==> src/rtl/lut_pkg.sv <==
// Shared definitions for the LUT storage stage and the LUT frame transmitter.
// The parity state exists only when LUT_FRAME_PARITY_EN is defined.
package lut_pkg;

  localparam int LUT_DEPTH  = 16;
  localparam int LUT_ADDR_W = 4;

  typedef enum logic [1:0] {
    ST_IDLE = 2'd0,
    ST_SEND = 2'd1,
    ST_DONE = 2'd2
`ifdef LUT_FRAME_PARITY_EN
    ,
    ST_PAR  = 2'd3
`endif
  } lut_frame_state_t;

endpackage

==> src/rtl/lut_frame_tx_if.sv <==
// Serial beat channel from the LUT frame transmitter to a bit-serial sink.
// The master presents a beat; the slave accepts it with tx_ready.
interface lut_frame_tx_if;
  import lut_pkg::*;

  logic                  tx_valid;
  logic                  tx_ready;
  logic                  tx_bit;
  logic [LUT_ADDR_W-1:0] tx_idx;
  logic                  tx_last;

  modport master (
    output tx_valid,
    output tx_bit,
    output tx_idx,
    output tx_last,
    input  tx_ready
  );

  modport slave (
    input  tx_valid,
    input  tx_bit,
    input  tx_idx,
    input  tx_last,
    output tx_ready
  );

endinterface

==> src/rtl/lut_frame_tx.sv <==
// LUT frame transmitter: snapshots the LUT contents on start and streams them
// LSB-first, one bit per accepted beat, counting the ones that were accepted.
// Optional feature macro: LUT_FRAME_PARITY_EN appends an even-parity beat.
module lut_frame_tx
  import lut_pkg::*;
#(
  parameter int DEPTH = LUT_DEPTH,
  parameter int CNT_W = 5
) (
  input  logic             clk,
  input  logic             rst,
  input  logic [DEPTH-1:0] ram_in,
  input  logic             start,
  output logic             busy,
  lut_frame_tx_if.master   tx,
  output logic [CNT_W-1:0] ones_cnt,
  output logic             done
);

  localparam logic [LUT_ADDR_W-1:0] LAST_IDX = LUT_ADDR_W'(DEPTH - 1);

  lut_frame_state_t        r_state;
  lut_frame_state_t        w_next_state;
  logic [DEPTH-1:0]        r_snap;
  logic [LUT_ADDR_W-1:0]   r_idx;
  logic [CNT_W-1:0]        r_ones;

  logic                    w_ready;
  logic                    w_valid;
  logic                    w_bit;
  logic [LUT_ADDR_W-1:0]   w_idx;
  logic                    w_last;
  logic                    w_busy;
  logic                    w_done;
  logic                    w_capture;
  logic                    w_accept;
  logic [DEPTH-1:0]        w_sel_vec;
  logic                    w_sel_bit;

  assign w_ready = tx.tx_ready;

  // One-hot select of the snapshot bit addressed by the current index.
  for (genvar gi = 0; gi < DEPTH; gi++) begin : g_sel
    assign w_sel_vec[gi] = r_snap[gi] & (r_idx == LUT_ADDR_W'(gi));
  end
  assign w_sel_bit = |w_sel_vec;

`ifdef LUT_FRAME_PARITY_EN
  logic w_parity;
  assign w_parity = ^r_snap;
`endif

  // FSM state register; reset aborts any frame in flight without a done pulse.
  always_ff @(posedge clk or negedge rst) begin
    if (!rst) begin
      r_state <= ST_IDLE;
    end else begin
      r_state <= w_next_state;
    end
  end

  // Next-state and beat outputs; idx/ones only advance on data-beat acceptance.
  always_comb begin
    w_next_state = r_state;
    w_valid      = 1'b0;
    w_bit        = 1'b0;
    w_idx        = '0;
    w_last       = 1'b0;
    w_busy       = 1'b1;
    w_done       = 1'b0;
    w_capture    = 1'b0;
    w_accept     = 1'b0;
    case (r_state)
      ST_IDLE: begin
        w_busy = 1'b0;
        if (start) begin
          w_capture    = 1'b1;
          w_next_state = ST_SEND;
        end
      end
      ST_SEND: begin
        w_valid  = 1'b1;
        w_bit    = w_sel_bit;
        w_idx    = r_idx;
`ifndef LUT_FRAME_PARITY_EN
        w_last   = (r_idx == LAST_IDX);
`endif
        w_accept = w_ready;
        if (w_ready && (r_idx == LAST_IDX)) begin
`ifdef LUT_FRAME_PARITY_EN
          w_next_state = ST_PAR;
`else
          w_next_state = ST_DONE;
`endif
        end
      end
`ifdef LUT_FRAME_PARITY_EN
      ST_PAR: begin
        w_valid = 1'b1;
        w_bit   = w_parity;
        w_last  = 1'b1;
        if (w_ready) begin
          w_next_state = ST_DONE;
        end
      end
`endif
      ST_DONE: begin
        w_done       = 1'b1;
        w_next_state = ST_IDLE;
      end
      default: begin
        w_busy       = 1'b0;
        w_next_state = ST_IDLE;
      end
    endcase
  end

  // Snapshot, index and ones-count; the count holds after the frame until the next start.
  always_ff @(posedge clk or negedge rst) begin
    if (!rst) begin
      r_snap <= '0;
      r_idx  <= '0;
      r_ones <= '0;
    end else if (w_capture) begin
      r_snap <= ram_in;
      r_idx  <= '0;
      r_ones <= '0;
    end else if (w_accept) begin
      r_idx  <= r_idx + LUT_ADDR_W'(1);
      r_ones <= r_ones + CNT_W'(w_sel_bit);
    end
  end

  assign tx.tx_valid = w_valid;
  assign tx.tx_bit   = w_bit;
  assign tx.tx_idx   = w_idx;
  assign tx.tx_last  = w_last;
  assign busy        = w_busy;
  assign done        = w_done;
  assign ones_cnt    = r_ones;

endmodule
==> src/flat_wrapper.sv <==
// flat-port wrapper written by rule: the top's interface ports become plain ports
module lut_frame_tx_flat import lut_pkg::*;
#(
  parameter int DEPTH = LUT_DEPTH,
  parameter int CNT_W = 5
)
  (clk, rst, ram_in, start, busy, ones_cnt, done, tx_tx_valid, tx_tx_bit, tx_tx_idx, tx_tx_last, tx_tx_ready);
  lut_frame_tx_if tx_i ();
  input  logic clk;
  input  logic rst;
  input  logic [DEPTH-1:0] ram_in;
  input  logic start;
  output logic busy;
  output logic [CNT_W-1:0] ones_cnt;
  output logic done;
  output wire logic [$bits(tx_i.tx_valid)-1:0] tx_tx_valid;
  output wire logic [$bits(tx_i.tx_bit)-1:0] tx_tx_bit;
  output wire logic [$bits(tx_i.tx_idx)-1:0] tx_tx_idx;
  output wire logic [$bits(tx_i.tx_last)-1:0] tx_tx_last;
  input wire logic [$bits(tx_i.tx_ready)-1:0] tx_tx_ready;
  assign tx_tx_valid = tx_i.tx_valid;
  assign tx_tx_bit = tx_i.tx_bit;
  assign tx_tx_idx = tx_i.tx_idx;
  assign tx_tx_last = tx_i.tx_last;
  assign tx_i.tx_ready = tx_tx_ready;
  lut_frame_tx #(.DEPTH(DEPTH), .CNT_W(CNT_W)) u_core (.clk(clk), .rst(rst), .ram_in(ram_in), .start(start), .busy(busy), .tx(tx_i), .ones_cnt(ones_cnt), .done(done));
endmodule
==> config.mk <==
export PLATFORM = sky130hd
export DESIGN_NAME = lut_frame_tx_flat
export DESIGN_NICKNAME = d
export VERILOG_FILES = /design/src/rtl/lut_pkg.sv /design/src/rtl/lut_frame_tx_if.sv /design/src/rtl/lut_frame_tx.sv /design/src/flat_wrapper.sv
export SDC_FILE = /design/constraint.sdc
export NUM_CORES = 1
export LEC_CHECK = 0
export BUFFER_PORTS_ARGS = -buffer_cell sky130_fd_sc_hd__buf_2
export CORE_MARGIN = 5
export CORE_UTILIZATION = 47
export CTS_CLUSTER_DIAMETER = 150
export DETAILED_ROUTE_END_ITERATION = 8
export GPL_ROUTABILITY_DRIVEN = 0
export GPL_TIMING_DRIVEN = 0
export PLACE_DENSITY = 0.72
export SYNTH_ARGS = -nofsm -noshare
export SYNTH_HDL_FRONTEND = slang
export SYNTH_SLANG_ARGS = --single-unit
==> constraint.sdc <==
create_clock -name clk -period 1.99 [get_ports clk]
set_input_delay 0.398 -clock clk [delete_from_list [all_inputs] [get_ports clk]]
set_output_delay 0.398 -clock clk [all_outputs]
set_load 0.01 [all_outputs]
==> summary by stage <==
Die
The placeable core region is 2781 sq um. The die width is 63.89 microns. Measured along the y axis, the die boundary spans 63.89 microns. The area of the die is 4082 sq um. The initial utilization of the core area, before any placement, comes to 0.4908. 34 I/O pins were placed. After floorplanning, the core was divided into 19 placement rows.

Timing
The worst setup margin is -211.1 ps. The final count of pins violating max slew is 0. Setup repair after global routing could not meet its margin everywhere.

The minimum clock period is 2201 ps. Measured against its own limit, the worst slew margin works out to 0.5997. The final worst-path cycle share is 1.106. The maximum clock skew at final layout is 5.409 ps.

The actual transition at the worst max-transition pin is 600.4 ps. Setup violations remaining at the end of the flow were counted as 4. The fmax is 454.3 MHz.

The final hold violation count is 0.

Setup path
The kind of cell with the highest combined delay on the critical path is flip-flops. For the worst setup path, the data arrival time is 1800 ps. The category of the most critical setup path is reg2out. For the worst flop-to-flop path, the logic depth is 11. Counting both buffers and inverters, the worst setup path holds a total of 2. For this run, the slowest stage of the critical path takes 450 ps. The capture instance of the worst register-to-register path is u_core.ones_cnt[4]. The maximum fanout encountered on the critical timing path is 4. The worst setup path is captured at an output pin.

The critical path goes through inv_4 -> ha_4 -> a222oi_1 -> nand4b_1 -> nand2_1 -> nor3b_1 -> buf_2. For this design, the slowest cell found on the critical path is sky130_fd_sc_hd__dfrtp_2. The startpoint identified for the worst register-to-register timing path is u_core.r_idx[0]. The element type at the critical path start is a flop.

The worst setup slack for register-to-register paths is -120 ps. The endpoint required time on the critical path is 1590 ps.

Global routing
The via count of the first global-routing pass is 1122. The initial antenna violation count is 0. The global-route wire length before repair is 4905 microns. Summed over all layers, the global routing overflow is 0. Across every metal layer, demand over resource in global routing totals 0.1471.

Entering global routing, the biggest net connects 28 pins.

Synth
The mean post-synth cell area is 11.57 sq um. After synthesis the netlist holds a flip-flop and latch count of 27. Counting every instance in the synthesized netlist gives 118. The combined area of all synthesized cells is 1365 sq um.

When the netlist entered floorplanning its net count stood at 148. The biggest area consumer among synthesized cells is sky130_fd_sc_hd__dfrtp_1. In the post-synthesis netlist, the biggest area contributors are sky130_fd_sc_hd__dfrtp_1, sky130_fd_sc_hd__mux2_2, sky130_fd_sc_hd__ha_1.

The area share of the largest cell type after synthesis is 0.4950. After synthesis, the netlist uses 24 different library cells. For this run, the register share of the synthesized area comes to 0.4950. The number of warnings printed during yosys synthesis is 0.

Outcome
The checks that failed: negative setup slack. The flow ran to the end, but the final reports show violations.

Cells and area
For this run, the share of the core covered by cells in the final layout is 0.6064. After the flow finishes, the layout carries non-filler instances totaling 188. The number of antenna diodes is 0. The ratio of cells with drive above 1 in the final layout is 0.4650. In the final design database the tool counted 188 nets.

Leaving out fill and tap cells, the most frequent cells in the layout are sky130_fd_sc_hd__buf_2, sky130_fd_sc_hd__dfrtp_1, sky130_fd_sc_hd__mux2_2. The finished cells cover 1687 sq um. Relative to the synthesized area, the layout overhead comes to 23.56%.

The filler cells instantiated in the layout total 235. The most common cell after layout, fill and taps aside is sky130_fd_sc_hd__buf_2.

Route
The first-pass iteration count of the detailed router is 5. The post-detailed-routing wire length is 2889 microns. The overall via count from detail_route is 1038.

The remaining antenna violation count after routing is 0. The number of DRC markers after the initial detailed-route iteration is 37. After detailed routing, the average wire length per cell comes to 15.37 microns. After detailed routing, the number of vias per cell comes to 5.521.

After detailed routing, the number of remaining DRC violations is 0.

Clock tree
The master cell of the clock root buffer is sky130_fd_sc_hd__clkbuf_4. The clock-pin slew of the registers on the worst-case setup and hold paths is 140 ps. The CTS tree is yes. The buffer depth of the longest clock path is 2.

The total CTS buffers is 3. The clock latency on the worst-skew pair is 320 ps. In this run the number of H-tree levels came out at 1. Clock tree synthesis found a total of 27 sinks.

Pwr
The maximum vdd ir drop is 0.8179 mV. The design draws 2.140 mW. For this design the static power due to leakage is 0.7828 nW.

For this design the ratio of total power to cell area is 1269 nW/um^2.

Placement
The number of placed instances, taps included, is 182. At the placement stage, the worst setup path has a slack of -237.9 ps. The total half-perimeter wirelength after legalization and detailed placement is 2144 microns. The area after detailed placement is 1574 sq um. In this run the tool buffered the top-level ports with 33 buffer cells.

Run
Max-cap violations in this run came to 0.

Hold path
The worst hold path class is in2async.
[through the flow]
step / TNS [ps] / hold WS (ps)
floorplan: 0 / 102.4
global placement: -487.0 / 430.2
detailed placement: -695.3 / 440.0
CTS: -611.6 / 77.72
global route: -835.2 / 101.4
finish: -441.2 / 61.73
[cell type report]
cell class / instances / area (sq um) / share of cell area
Clock buffer: 4 / 26.28 / 0.01558
Timing Repair Buffer: 35 / 180.2 / 0.1068
Sequential cell: 27 / 678.2 / 0.4021
Buffer: 4 / 38.79 / 0.02300
Tap cell: 31 / 38.79 / 0.02300
Multi-Input combinational cell: 83 / 706.9 / 0.4191
Inverter: 4 / 17.52 / 0.01039
[timing repair]
item	CTS	global route
buffers inserted	2	0
hold buffers	0	0
pin swaps	4	4
gates resized for setup	6	12
endpoints found under the setup margin	6	7
[cell usage after synthesis (all sizes together)]
cell type / number
mux2: 16
and2: 6
nor2: 7
a22oi: 4
and3: 1
nand3: 1
o21a: 1
xor2: 5
buf: 4
nor2b: 1
o21ai: 2
a21oi: 5
dfrtp: 27
nand4b: 1
a222oi: 2
nand4: 5
nor3b: 1
nand2: 13
xnor2: 1
inv: 4
nand3b: 1
ha: 10
[registers in the layout, indices dropped and copies added (netlist names)]
register / count
u_core.ones_cnt: 5
u_core.r_idx: 4
u_core.r_snap: 16
u_core.r_state: 2
[worst max-delay path by stage]
stage | endpoint | slack, ps | from | cells past startpoint
floorplan | u_core.ones_cnt[4] | 4 | u_core.r_idx[0] | 11
global placement | u_core.ones_cnt[4] | -220 | u_core.r_idx[0] | 10
detailed placement | u_core.ones_cnt[4] | -240 | u_core.r_idx[0] | 11
CTS | tx_tx_bit | -220 | u_core.r_idx[0] | 7
global route | tx_tx_bit | -290 | u_core.r_idx[0] | 7
finish | tx_tx_bit | -210 | u_core.r_idx[0] | 7
[power breakdown]
part           internal, mW  total (mW)  switching [mW]
Combinational         0.525       0.990           0.465
Sequential            0.763       0.916           0.153
Clock                0.0783       0.234           0.156
Total                  1.37        2.14           0.774
[layer usage]
layer,share of wire,vias to the layer above,GRT usage
li1,-,491,-
met1,0.43,507,0.1911
met2,0.51,38,0.2500
met3,0.051,2,0.02277
met4,0.0066,0,0.04675
met5,0,-,0
[cell families after synthesis]
logic type,after synthesis,share of synthesized area
compound gates,14,0.06783
xor+xnor,6,0.03850
fa+ha+maj,10,0.09166
buf+inv,8,0.03940
flops,27,0.4950
mux,16,0.1320
simple gates,37,0.1357
Power figures use the tool's default switching activity.
